===== src/rtl/uart_pkg.sv =====
// Shared UART definitions: baud-select codes, divisor table, receiver states, frame constants.
package uart_pkg;

    localparam int unsigned CNT_W     = 9;
    localparam int unsigned DATA_BITS = 8;
    localparam int unsigned IDX_W     = 3;
    localparam int unsigned BC_W      = 3;

    localparam logic [BC_W-1:0] BC_217 = 3'b001;
    localparam logic [BC_W-1:0] BC_109 = 3'b010;
    localparam logic [BC_W-1:0] BC_72  = 3'b011;
    localparam logic [BC_W-1:0] BC_36  = 3'b100;

    typedef enum logic [2:0] {
        IDLE   = 3'd0,
        START  = 3'd1,
        DATA   = 3'd2,
        PARITY = 3'd3,
        STOP   = 3'd4
    } rx_state_e;

    // Clocks per bit for a baud-select code; unlisted codes fall back to the slowest rate.
    function automatic logic [CNT_W-1:0] baud_div(input logic [BC_W-1:0] bc);
        case (bc)
            BC_217:  return CNT_W'(217);
            BC_109:  return CNT_W'(109);
            BC_72:   return CNT_W'(72);
            BC_36:   return CNT_W'(36);
            default: return CNT_W'(434);
        endcase
    endfunction

    // Even parity: the parity bit equals the XOR of the data bits.
    function automatic logic even_parity(input logic [DATA_BITS-1:0] d);
        return ^d;
    endfunction

endpackage


===== src/rtl/uart_baud_counter.sv =====
// Bit-period counter: ticks at div-1 (full bit) or floor(div/2)-1 (half bit), then reloads to 0.
module uart_baud_counter
    import uart_pkg::*;
(
    input  logic             clk,
    input  logic             rst_n,
    input  logic [CNT_W-1:0] div,
    input  logic             clr,
    input  logic             half_sel,
    output logic             tick_c
);

    logic [CNT_W-1:0] cnt_q;
    logic [CNT_W-1:0] cnt_d;
    logic [CNT_W-1:0] target_c;

    always_comb begin
        target_c = half_sel ? ((div >> 1) - CNT_W'(1)) : (div - CNT_W'(1));
        tick_c   = (cnt_q == target_c);
        cnt_d    = cnt_q + CNT_W'(1);
        if (clr || tick_c) begin
            cnt_d = '0;
        end
    end

    always_ff @(posedge clk or negedge rst_n) begin
        if (!rst_n) begin
            cnt_q <= '0;
        end else begin
            cnt_q <= cnt_d;
        end
    end

endmodule


===== src/rtl/uart_receiver_baudrate.sv =====
// UART receive stage: synchronises Rxi, recovers start/8 data/[parity]/stop frames, flags errors.
module uart_receiver_baudrate
    import uart_pkg::*;
#(
    parameter int unsigned SYNC_STAGES = 2,
    parameter bit          PARITY_EN   = 1'b1
) (
    input  logic       clk,
    input  logic       rst_n,
    input  logic [2:0] BC,
    input  logic       Rxi,
    output logic [7:0] RxData,
    output logic       RxValid,
    output logic       parity_err,
    output logic       frame_err,
    output logic       busy
);

    rx_state_e state_q, state_d;

    logic [SYNC_STAGES-1:0] sync_q, sync_d;
    logic                   rx_prev_q, rx_prev_d;
    logic [CNT_W-1:0]       div_q, div_d;
    logic [DATA_BITS-1:0]   shift_q, shift_d;
    logic [IDX_W-1:0]       idx_q, idx_d;
    logic                   p_s_q, p_s_d;
    logic [DATA_BITS-1:0]   data_q, data_d;
    logic                   valid_q, valid_d;
    logic                   perr_q, perr_d;
    logic                   ferr_q, ferr_d;
    logic                   busy_q, busy_d;

    logic rx_s;
    logic fall_c;
    logic tick_c;
    logic cnt_clr_c;
    logic half_sel_c;

    assign rx_s   = sync_q[SYNC_STAGES-1];
    assign fall_c = rx_prev_q & ~rx_s;

    uart_baud_counter u_baud (
        .clk     (clk),
        .rst_n   (rst_n),
        .div     (div_q),
        .clr     (cnt_clr_c),
        .half_sel(half_sel_c),
        .tick_c  (tick_c)
    );

    always_ff @(posedge clk or negedge rst_n) begin
        if (!rst_n) begin
            state_q <= IDLE;
        end else begin
            state_q <= state_d;
        end
    end

    always_comb begin
        state_d = state_q;
        case (state_q)
            IDLE:    if (fall_c) state_d = START;
            START:   if (tick_c) state_d = rx_s ? IDLE : DATA;
            DATA:    if (tick_c && (idx_q == IDX_W'(DATA_BITS - 1)))
                         state_d = PARITY_EN ? PARITY : STOP;
            PARITY:  if (tick_c) state_d = STOP;
            STOP:    if (tick_c) state_d = IDLE;
            default: state_d = IDLE;
        endcase
    end

    // Datapath and registered outputs; the counter is held clear while idle.
    always_comb begin
        sync_d     = {sync_q[SYNC_STAGES-2:0], Rxi};
        rx_prev_d  = rx_s;
        div_d      = div_q;
        shift_d    = shift_q;
        idx_d      = idx_q;
        p_s_d      = p_s_q;
        data_d     = data_q;
        valid_d    = 1'b0;
        perr_d     = perr_q;
        ferr_d     = ferr_q;
        busy_d     = (state_d != IDLE);
        cnt_clr_c  = 1'b0;
        half_sel_c = (state_q == START);
        case (state_q)
            IDLE: begin
                cnt_clr_c = 1'b1;
                if (fall_c) div_d = baud_div(BC);
            end
            START: begin
                if (tick_c) idx_d = '0;
            end
            DATA: begin
                if (tick_c) begin
                    shift_d = {rx_s, shift_q[DATA_BITS-1:1]};
                    idx_d   = idx_q + IDX_W'(1);
                end
            end
            PARITY: begin
                if (tick_c) p_s_d = rx_s;
            end
            STOP: begin
                if (tick_c) begin
                    data_d  = shift_q;
                    ferr_d  = ~rx_s;
                    perr_d  = PARITY_EN & (p_s_q ^ even_parity(shift_q));
                    valid_d = 1'b1;
                end
            end
            default: ;
        endcase
    end

    always_ff @(posedge clk or negedge rst_n) begin
        if (!rst_n) begin
            sync_q    <= '1;
            rx_prev_q <= 1'b1;
            div_q     <= '0;
            shift_q   <= '0;
            idx_q     <= '0;
            p_s_q     <= 1'b0;
            data_q    <= '0;
            valid_q   <= 1'b0;
            perr_q    <= 1'b0;
            ferr_q    <= 1'b0;
            busy_q    <= 1'b0;
        end else begin
            sync_q    <= sync_d;
            rx_prev_q <= rx_prev_d;
            div_q     <= div_d;
            shift_q   <= shift_d;
            idx_q     <= idx_d;
            p_s_q     <= p_s_d;
            data_q    <= data_d;
            valid_q   <= valid_d;
            perr_q    <= perr_d;
            ferr_q    <= ferr_d;
            busy_q    <= busy_d;
        end
    end

    assign RxData     = data_q;
    assign RxValid    = valid_q;
    assign parity_err = perr_q;
    assign frame_err  = ferr_q;
    assign busy       = busy_q;

endmodule


===== config.mk =====
export PLATFORM = sky130hd
export DESIGN_NAME = uart_receiver_baudrate
export DESIGN_NICKNAME = d
export VERILOG_FILES = /design/src/rtl/uart_pkg.sv /design/src/rtl/uart_baud_counter.sv /design/src/rtl/uart_receiver_baudrate.sv
export SDC_FILE = /design/constraint.sdc
export NUM_CORES = 1
export LEC_CHECK = 0
export CAP_MARGIN = 20
export CORE_MARGIN = 3
export CORE_UTILIZATION = 50
export DETAILED_ROUTE_END_ITERATION = 7
export PLACE_DENSITY_LB_ADDON = 0.15
export SLEW_MARGIN = 5
export SYNTH_ARGS = -nofsm -noshare
export SYNTH_HDL_FRONTEND = slang
export SYNTH_SLANG_ARGS = --single-unit

===== constraint.sdc =====
create_clock -name clk -period 5.89 [get_ports clk]
set_clock_uncertainty 0.2 [all_clocks]
set_input_delay 0.589 -clock clk [delete_from_list [all_inputs] [get_ports clk]]
set_output_delay 0.589 -clock clk [all_outputs]
set_load 0.005 [all_outputs]

==> results of run 1 <==
-- cell usage in the layout, fill, tap and decap left out, types with 2 or more instances in the layout --
cell type,n
clkbuf_8,5
nand2_1,19
nand4_1,3
dfstp_2,3
o211ai_1,2
and2_1,4
nor2b_1,3
a21oi_1,5
nor4_1,10
mux2_2,20
nand3_1,10
clkdlybuf4s50_1,16
nor3b_1,2
nor4_4,2
o21ai_0,7
a211o_1,3
or3_1,3
dfrtp_1,42
o31ai_1,3
nand2b_1,6
inv_1,7
clkinv_4,2
xor2_1,11
nor2_1,17
o21a_1,3
o21bai_1,2
nor4b_1,3
mux2i_1,5
nor3_1,3
ha_1,4
a211oi_1,2
xnor2_1,16
-- routing by layer --
metal | track usage (%) | wire (um)
met1 | 25.3 | 2410
met2 | 25.2 | 2180
met3 | 4.70 | 217
met4 | 4.90 | 61
met5 | 0 | 0
-- kinds of logic after synthesis --
family                     synth area share (%)
muxes                                      10.5
AOI/OAI and AO/OA                          10.7
and+or+nand+nor                            21.2
xor gates and xnor gates                   9.03
adders and majority gates                  1.91
buffers and inverters                      3.54
DFF                                        43.1
-- metrics by stage --
| stage | instance area (um^2) | instances |
|---|---|---|
| 3_3_place_gp | 2810 | 325 |
| 3_5_place_dp | 2810 | 325 |
| 2_1_floorplan | 2620 | 255 |
| 5_1_grt | 2930 | 335 |
| 6_report | 2930 | 335 |
| 4_1_cts | 2900 | 333 |
-- worst max path at each step --
stage | to | startpoint
2_1_floorplan | RxData[0] | state_q[1]
3_5_place_dp | RxData[0] | state_q[1]
4_1_cts | parity_err | state_q[1]
5_1_grt | RxData[1] | state_q[1]
3_3_place_gp | RxData[4] | state_q[1]
6_report | parity_err | state_q[1]
-- power by group through the flow --
stage | Sequential, mW | Combinational, mW | Clock (mW)
after floorplan | 0.410 | 0.635 | 0
after global placement | 0.498 | 0.673 | 0
after detailed placement | 0.496 | 0.668 | 0
after CTS | 0.489 | 0.673 | 0.198
after global routing | 0.507 | 0.755 | 0.215
final | 0.491 | 0.677 | 0.192
-- timing repair --
action,4_1_cts,5_1_grt
endpoints found under the setup margin,0,0
endpoints found under the hold margin,0,10
hold buffers,0,1
-- cell type report --
cell class | count | area share, %
well taps | 67 | 2.86
flip-flops and latches | 45 | 38.6
inverters | 7 | 0.897
clock inverters | 3 | 0.769
repair buffers | 20 | 6.92
multi-input cells | 188 | 47.7
clock buffers | 5 | 2.35
-- worst max-delay path, delay by kind of cell, from the launching register on --
family	cells	cell delay (ps)
adder cells (fa/ha/maj)	1	280
flip-flops	1	550
AO/OA/AOI/OAI	3	680
multiplexers	2	790
AND/OR/NAND/NOR	4	2020
-- sequential cells by signal, indices dropped and copies added (netlist names) --
name,flops
RxData,8
RxValid,1
busy,1
div_q,6
frame_err,1
idx_q,3
p_s_q,1
parity_err,1
rx_prev_q,1
shift_q,8
state_q,3
sync_q,2
u_baud.cnt_q,9
==> impl_results.html, run 1 <==
<table>
<tr><th>Metric</th><th>Value</th></tr>
<tr><th colspan="2">Outcome</th></tr>
<tr><td>Run status</td><td>complete, no violations</td></tr>
<tr><th colspan="2">Logic synthesis</th></tr>
<tr><td>Ys flop type</td><td>dfrtp_1</td></tr>
<tr><td>Number of enable flip-flop cells after synthesis</td><td>0</td></tr>
<tr><td>Count of state elements after synthesis</td><td>45</td></tr>
<tr><td>Number of standard cells after synthesis</td><td>255</td></tr>
<tr><td>Dominant cells by area after synthesis</td><td>dfrtp_1, mux2_2, xnor2_1</td></tr>
<tr><td>Async S/R FF share, synth</td><td>100%</td></tr>
<tr><td>Net count of the mapped netlist</td><td>265</td></tr>
<tr><td>Most frequently used cell type in the post-synthesis netlist</td><td>dfrtp_1</td></tr>
<tr><td>Average cell area after synthesis</td><td>10.3 um^2</td></tr>
<tr><td>Top cell types by occurrence after synthesis</td><td>dfrtp_1, mux2_2, nand2_1</td></tr>
<tr><td>Cell taking the most area after synthesis</td><td>dfrtp_1</td></tr>
<tr><td>Yosys top cell area share</td><td>40.1%</td></tr>
<tr><td>Ys Warns</td><td>0</td></tr>
<tr><td>Sequential cell area fraction in the yosys report</td><td>43.1%</td></tr>
<tr><td>Number of distinct standard cells referenced by the synthesized netlist</td><td>53</td></tr>
<tr><td>Area of the mapped netlist</td><td>2620 um^2</td></tr>
<tr><th colspan="2">STA</th></tr>
<tr><td>Final setup margin</td><td>1260 ps</td></tr>
<tr><td>Worst slew margin relative to its limit</td><td>53.1%</td></tr>
<tr><td>Tightest Pin Transition</td><td>699 ps</td></tr>
<tr><td>Worst-case hold slack</td><td>159 ps</td></tr>
<tr><td>Final Setup Violations</td><td>0</td></tr>
<tr><td>Unrepaired setup endpoints after global routing</td><td>no</td></tr>
<tr><td>Fmax</td><td>216 MHz</td></tr>
<tr><td>Final period utilization</td><td>78.7%</td></tr>
<tr><td>Setup TNS</td><td>0 ps</td></tr>
<tr><td>Min Tclk post-route</td><td>4630 ps</td></tr>
<tr><td>Hold violation total from the final report</td><td>0</td></tr>
<tr><td>Final count of pins violating max slew</td><td>0</td></tr>
<tr><th colspan="2">Power</th></tr>
<tr><td>Final total power</td><td>1.36 mW</td></tr>
<tr><td>Power per cell area</td><td>464 nW/um^2</td></tr>
<tr><td>Internal power consumption</td><td>0.732 mW</td></tr>
<tr><td>Clock power share</td><td>14.1%</td></tr>
<tr><td>Worst vdd rail ir drop</td><td>316 uV</td></tr>
<tr><td>Comb power frac</td><td>49.8%</td></tr>
<tr><td>Switching component of the power</td><td>0.627 mW</td></tr>
<tr><td>Fraction of power consumed by sequential logic</td><td>36.1%</td></tr>
<tr><td>Switching share of power</td><td>46.1%</td></tr>
<tr><td>Pleak</td><td>1.28 nW</td></tr>
<tr><th colspan="2">Setup path</th></tr>
<tr><td>Critical register-to-register path startpoint</td><td>state_q[1]</td></tr>
<tr><td>Logic depth of the worst register-to-register path</td><td>10</td></tr>
<tr><td>Critical Path Source Type</td><td>register</td></tr>
<tr><td>Cells along the critical path</td><td>nor3b_4 -&gt; mux2i_1 -&gt; ha_1 -&gt; nor3b_1 -&gt; o21ai_0 -&gt; a221o_1 -&gt; o311a_1 -&gt; or3_4 -&gt; nor4_4 -&gt; mux2_2</td></tr>
<tr><td>Critical path data required time</td><td>5870 ps</td></tr>
<tr><td>Slowest stage cell on the critical path</td><td>nor4_4</td></tr>
<tr><td>Worst reg2reg path endpoint</td><td>parity_err</td></tr>
<tr><td>Endpoint arrival time on the critical path</td><td>4620 ps</td></tr>
<tr><td>Slowest stage delay, CP</td><td>680 ps</td></tr>
<tr><td>Worst setup slack for register-to-register paths</td><td>1260 ps</td></tr>
<tr><td>Maximum fanout along the worst path</td><td>16</td></tr>
<tr><td>Sort of element at the end of the critical path</td><td>register</td></tr>
<tr><td>Class of the most critical setup path</td><td>reg2reg</td></tr>
<tr><th colspan="2">Floorplan</th></tr>
<tr><td>Die ar.</td><td>6140 um^2</td></tr>
<tr><td>Number of placed I/O pins</td><td>18</td></tr>
<tr><td>Starting density of the core</td><td>53.7%</td></tr>
<tr><td>Die Height</td><td>78.4 um</td></tr>
<tr><td>Floorplan row count</td><td>25</td></tr>
<tr><td>Die span in x</td><td>78.4 um</td></tr>
<tr><td>Core Area</td><td>4880 um^2</td></tr>
<tr><th colspan="2">Route</th></tr>
<tr><td>Via density</td><td>5.68</td></tr>
<tr><td>Final wirelength</td><td>4.88 mm</td></tr>
<tr><td>Number of design rule violations left after detail routing</td><td>0</td></tr>
<tr><td>Detailed Routing Iterations Pass 1</td><td>4</td></tr>
<tr><td>Via Count</td><td>1904</td></tr>
<tr><td>Routed WL per cell</td><td>14.6 um</td></tr>
<tr><td>Violation count after the first detailed-routing iteration</td><td>198</td></tr>
<tr><td>Number of nets with antenna violations after routing</td><td>0</td></tr>
<tr><th colspan="2">Clock tree</th></tr>
<tr><td>Root cell of the clock tree</td><td>clkbuf_8</td></tr>
<tr><td>Post-CTS sizing</td><td>0</td></tr>
<tr><td>TritonCTS Buffers</td><td>5</td></tr>
<tr><td>Clock tree buffer depth</td><td>2</td></tr>
<tr><td>Buffer count from post-CTS setup fixing</td><td>0</td></tr>
<tr><td>Clock edge transition at the registers on the reported setup and hold paths</td><td>90 ps</td></tr>
<tr><td>Worst-Skew Late Latency</td><td>300 ps</td></tr>
<tr><td>Number of sinks handled by clock tree synthesis</td><td>45</td></tr>
<tr><td>CTS tree</td><td>yes</td></tr>
<tr><td>Number of levels in the clock H-tree</td><td>2</td></tr>
<tr><th colspan="2">Min path</th></tr>
<tr><td>Worst-case hold path end point</td><td>sync_q[1]</td></tr>
<tr><td>Hold Crit Class</td><td>reg2reg</td></tr>
<tr><td>Hold depth</td><td>0</td></tr>
<tr><td>Startpoint of the most critical hold path</td><td>sync_q[0]</td></tr>
<tr><th colspan="2">Global route</th></tr>
<tr><td>Total global routing track utilization</td><td>17.3%</td></tr>
<tr><td>Number of antenna violations at the first check in global routing</td><td>0</td></tr>
<tr><td>Pin count of the biggest net entering global routing</td><td>46</td></tr>
<tr><td>First-pass GRT wire length</td><td>8.56 mm</td></tr>
<tr><td>Remaining global-route overflow</td><td>0</td></tr>
<tr><td>Via count of the first global-routing pass</td><td>1739</td></tr>
<tr><th colspan="2">Placement</th></tr>
<tr><td>Pre-CTS WS</td><td>1290 ps</td></tr>
<tr><td>GPL Wtd Cong</td><td>0.952</td></tr>
<tr><td>Placed wire-length estimate after detailed placement</td><td>3.37 mm</td></tr>
<tr><td>Number of input and output port buffers inserted</td><td>17</td></tr>
<tr><th colspan="2">Finish</th></tr>
<tr><td>P&amp;R area growth vs syn</td><td>11.9%</td></tr>
<tr><td>Final core occ</td><td>60.1%</td></tr>
<tr><td>Number of antenna repair diodes</td><td>0</td></tr>
<tr><td>Net total in the final layout</td><td>277</td></tr>
<tr><td>Share of final-layout standard cells stronger than drive strength 1</td><td>14.9%</td></tr>
<tr><td>Combined area of the multi-input logic cells</td><td>1400 um^2</td></tr>
<tr><td>Filler cell count</td><td>434</td></tr>
<tr><td>Register Area</td><td>1130 um^2</td></tr>
<tr><th colspan="2">Job</th></tr>
<tr><td>Number of max-cap violations</td><td>0</td></tr>
</table>
Note: power is estimated with default switching activity, not from simulation.
==> run 2: changes to the inputs <==
Clock period 5.89 ns to 4.1 ns, I/O delays scaled along.
==> impl_results.html, run 2 (synthesis gave the netlist of run 1 again) <==
<table>
<tr><th>Metric</th><th>Value</th></tr>
<tr><th colspan="2">Floorplan</th></tr>
<tr><td>Floorplan row count</td><td>25 (unchanged)</td></tr>
<tr><td>Core Area</td><td>4880 um^2 (unchanged)</td></tr>
<tr><td>Die span in x</td><td>78.4 um (unchanged)</td></tr>
<tr><td>Starting density of the core</td><td>53.7% (unchanged)</td></tr>
<tr><td>Die ar.</td><td>6140 um^2 (unchanged)</td></tr>
<tr><td>Die Height</td><td>78.4 um (unchanged)</td></tr>
<tr><td>Number of placed I/O pins</td><td>18 (unchanged)</td></tr>
<tr><th colspan="2">Power</th></tr>
<tr><td>Worst vdd rail ir drop</td><td>404 uV (+28%)</td></tr>
<tr><td>Pleak</td><td>1.33 nW (+3.9%)</td></tr>
<tr><td>Internal power consumption</td><td>1.12 mW (+53%)</td></tr>
<tr><td>Switching share of power</td><td>45.8% (-0.35 points)</td></tr>
<tr><td>Power per cell area</td><td>682 nW/um^2 (+47%)</td></tr>
<tr><td>Switching component of the power</td><td>0.945 mW (+51%)</td></tr>
<tr><td>Clock power share</td><td>14.2% (about the same)</td></tr>
<tr><td>Fraction of power consumed by sequential logic</td><td>33.1% (-3.0 points)</td></tr>
<tr><td>Comb power frac</td><td>52.7% (+2.9 points)</td></tr>
<tr><th colspan="2">Global route</th></tr>
<tr><td>Number of antenna violations at the first check in global routing</td><td>0 (unchanged)</td></tr>
<tr><td>Remaining global-route overflow</td><td>0 (unchanged)</td></tr>
<tr><td>Pin count of the biggest net entering global routing</td><td>46 (unchanged)</td></tr>
<tr><td>Total global routing track utilization</td><td>18.0% (+0.69 points)</td></tr>
<tr><td>First-pass GRT wire length</td><td>8.72 mm (+1.9%)</td></tr>
<tr><td>Via count of the first global-routing pass</td><td>1756 (+0.98%)</td></tr>
<tr><th colspan="2">STA</th></tr>
<tr><td>Hold violation total from the final report</td><td>0 (unchanged)</td></tr>
<tr><td>Fmax</td><td>263 MHz (+22%)</td></tr>
<tr><td>Tightest Pin Transition</td><td>522 ps (-177 ps)</td></tr>
<tr><td>Final count of pins violating max slew</td><td>0 (unchanged)</td></tr>
<tr><td>Unrepaired setup endpoints after global routing</td><td>no</td></tr>
<tr><td>Final period utilization</td><td>92.6% (+14 points)</td></tr>
<tr><td>Setup TNS</td><td>0 ps (unchanged)</td></tr>
<tr><td>Min Tclk post-route</td><td>3800 ps (-838 ps)</td></tr>
<tr><td>Worst slew margin relative to its limit</td><td>65.2% (+12 points)</td></tr>
<tr><td>Final Setup Violations</td><td>0 (unchanged)</td></tr>
<tr><th colspan="2">Setup path</th></tr>
<tr><td>Worst reg2reg path endpoint</td><td>RxData[4]</td></tr>
<tr><td>CP Launch Point</td><td>state_q[0]</td></tr>
<tr><td>Endpoint arrival time on the critical path</td><td>3800 ps (-820 ps)</td></tr>
<tr><td>Sort of element at the end of the critical path</td><td>register</td></tr>
<tr><td>Critical register-to-register path startpoint</td><td>state_q[0]</td></tr>
<tr><td>Critical Path Source Type</td><td>register</td></tr>
<tr><td>Maximum fanout along the worst path</td><td>12 (-4)</td></tr>
<tr><td>Slowest stage delay, CP</td><td>440 ps (-240 ps)</td></tr>
<tr><td>Class of the most critical setup path</td><td>reg2reg</td></tr>
<tr><td>Cells along the critical path</td><td>or3b_1 -&gt; nand2_1 -&gt; a21boi_1 -&gt; ha_2 -&gt; nor4b_2 -&gt; nor4b_1 -&gt; nor4_1 -&gt; o311a_1 -&gt; or3_4 -&gt; nor4_4 -&gt; buf_4 -&gt; mux2_2</td></tr>
<tr><td>Critical path data required time</td><td>4100 ps (-1770 ps)</td></tr>
<tr><td>Slowest stage cell on the critical path</td><td>dfrtp_2</td></tr>
<tr><td>Worst setup slack for register-to-register paths</td><td>300 ps (-950 ps)</td></tr>
<tr><td>Endpoint of the most critical setup path</td><td>RxData[4]</td></tr>
<tr><td>Logic depth of the worst register-to-register path</td><td>12 (+2)</td></tr>
<tr><th colspan="2">Finish</th></tr>
<tr><td>Most frequent cells in the layout</td><td>dfrtp_1, mux2_2, nand2_1</td></tr>
<tr><td>Final core occ</td><td>62.1% (+2.0 points)</td></tr>
<tr><td>Leading cell type in the layout, fill and taps excluded</td><td>dfrtp_1</td></tr>
<tr><td>Net total in the final layout</td><td>287 (+3.6%)</td></tr>
<tr><td>Share of final-layout standard cells stronger than drive strength 1</td><td>19.8% (+4.9 points)</td></tr>
<tr><td>Largest register FFs</td><td>9 (unchanged)</td></tr>
<tr><td>Number of antenna repair diodes</td><td>0 (unchanged)</td></tr>
<tr><td>Largest register by flop count</td><td>u_baud.cnt_q</td></tr>
<tr><td>P&amp;R area growth vs syn</td><td>15.7%</td></tr>
<tr><th colspan="2">Clock tree</th></tr>
<tr><td>Number of levels in the clock H-tree</td><td>2 (unchanged)</td></tr>
<tr><td>Clock tree buffer depth</td><td>2 (unchanged)</td></tr>
<tr><td>Number of sinks handled by clock tree synthesis</td><td>45 (unchanged)</td></tr>
<tr><td>Worst-Skew Late Latency</td><td>300 ps (about the same)</td></tr>
<tr><td>TritonCTS Buffers</td><td>5 (unchanged)</td></tr>
<tr><td>Root cell of the clock tree</td><td>clkbuf_8</td></tr>
<tr><td>CTS tree</td><td>yes</td></tr>
<tr><td>Clock edge transition at the registers on the reported setup and hold paths</td><td>100 ps (about the same)</td></tr>
<tr><th colspan="2">Route</th></tr>
<tr><td>Final wirelength</td><td>5.07 mm (+3.9%)</td></tr>
<tr><td>Routed WL per cell</td><td>14.7 um (+0.86%)</td></tr>
<tr><td>Number of nets with antenna violations after routing</td><td>0 (unchanged)</td></tr>
<tr><td>Number of design rule violations left after detail routing</td><td>0 (unchanged)</td></tr>
<tr><td>Via density</td><td>5.65 (-0.60%)</td></tr>
<tr><td>Violation count after the first detailed-routing iteration</td><td>193 (-2.5%)</td></tr>
<tr><td>Via Count</td><td>1949 (+2.4%)</td></tr>
<tr><td>Detailed Routing Iterations Pass 1</td><td>4 (unchanged)</td></tr>
<tr><th colspan="2">Outcome</th></tr>
<tr><td>Run status</td><td>complete, no violations</td></tr>
<tr><th colspan="2">Placement</th></tr>
<tr><td>Placed wire-length estimate after detailed placement</td><td>3.50 mm (+3.9%)</td></tr>
<tr><td>GPL Wtd Cong</td><td>0.880 (-7.5%)</td></tr>
<tr><td>Number of input and output port buffers inserted</td><td>17 (unchanged)</td></tr>
<tr><th colspan="2">Job</th></tr>
<tr><td>Number of max-cap violations</td><td>0 (unchanged)</td></tr>
<tr><th colspan="2">Min path</th></tr>
<tr><td>Hold Crit Class</td><td>reg2reg</td></tr>
</table>
-- run 2: area by class of cell --
| class | count | area (um^2) |
|---|---|---|
| clock buffers | 5 | 68.8 |
| flip-flops and latches | 45 | 1130 |
| well taps | 67 | 83.8 |
| fillers | 433 | 1850 |
| multi-input cells | 188 | 1420 |
| repair buffers | 30 | 278 |
| inverters | 7 | 26.3 |
| clock inverters | 3 | 25.0 |
-- run 2: how the worst min path moves through the flow --
stage          startpoint        end  slack [ps]  cells after the start
2_1_floorplan       rst_n  RxData[0]         -90                      0
3_3_place_gp    sync_q[0]  sync_q[1]         150                      0
3_5_place_dp    sync_q[0]  sync_q[1]         150                      0
4_1_cts             rst_n   idx_q[0]         100                      1
5_1_grt         sync_q[0]  sync_q[1]         170                      0
6_report        sync_q[0]  sync_q[1]         160                      0
-- run 2: stage by stage --
step,power (mW),cell area [um^2],std cells,hold WS [ps],setup slack [ps]
after detailed placement,1.74,2880,335,152,123
final,2.06,3030,345,163,303
after CTS,2.04,2980,343,98.1,76.1
after global routing,2.23,3030,345,171,36.5
after floorplan,1.50,2620,255,-85.6,90.0
after global placement,1.74,2880,335,147,211
-- run 2: metal layers --
| metal | vias up | share of wire (%) | track usage, % |
|---|---|---|---|
| li1 | 959 | - | - |
| met1 | 936 | 48 | 24.7 |
| met2 | 48 | 47 | 28.6 |
| met3 | 6 | 3.8 | 3.78 |
| met4 | 0 | 1.4 | 5.77 |
| met5 | - | 0 | 0 |
-- run 2: critical path: cells and delay by family (launching register included) --
family	cells	cell delay, ps
AOI/OAI and AO/OA	2	300
buffers and inverters	1	220
muxes	1	350
and+or+nand+nor	7	1930
adders and majority gates	1	230
DFF	1	440
-- run 2: power groups by stage --
stage | Combinational, mW | Clock [mW] | Sequential [mW]
6_report | 1.09 | 0.293 | 0.684
5_1_grt | 1.20 | 0.322 | 0.703
4_1_cts | 1.06 | 0.299 | 0.679
3_5_place_dp | 1.06 | 0 | 0.687
3_3_place_gp | 1.06 | 0 | 0.686
2_1_floorplan | 0.912 | 0 | 0.589
-- run 2: timing repair --
item,in CTS,in global routing
setup endpoints to repair,0,23
hold buffers,0,1
resized for setup,0,6
buffers inserted,0,0
hold endpoints to repair,0,12
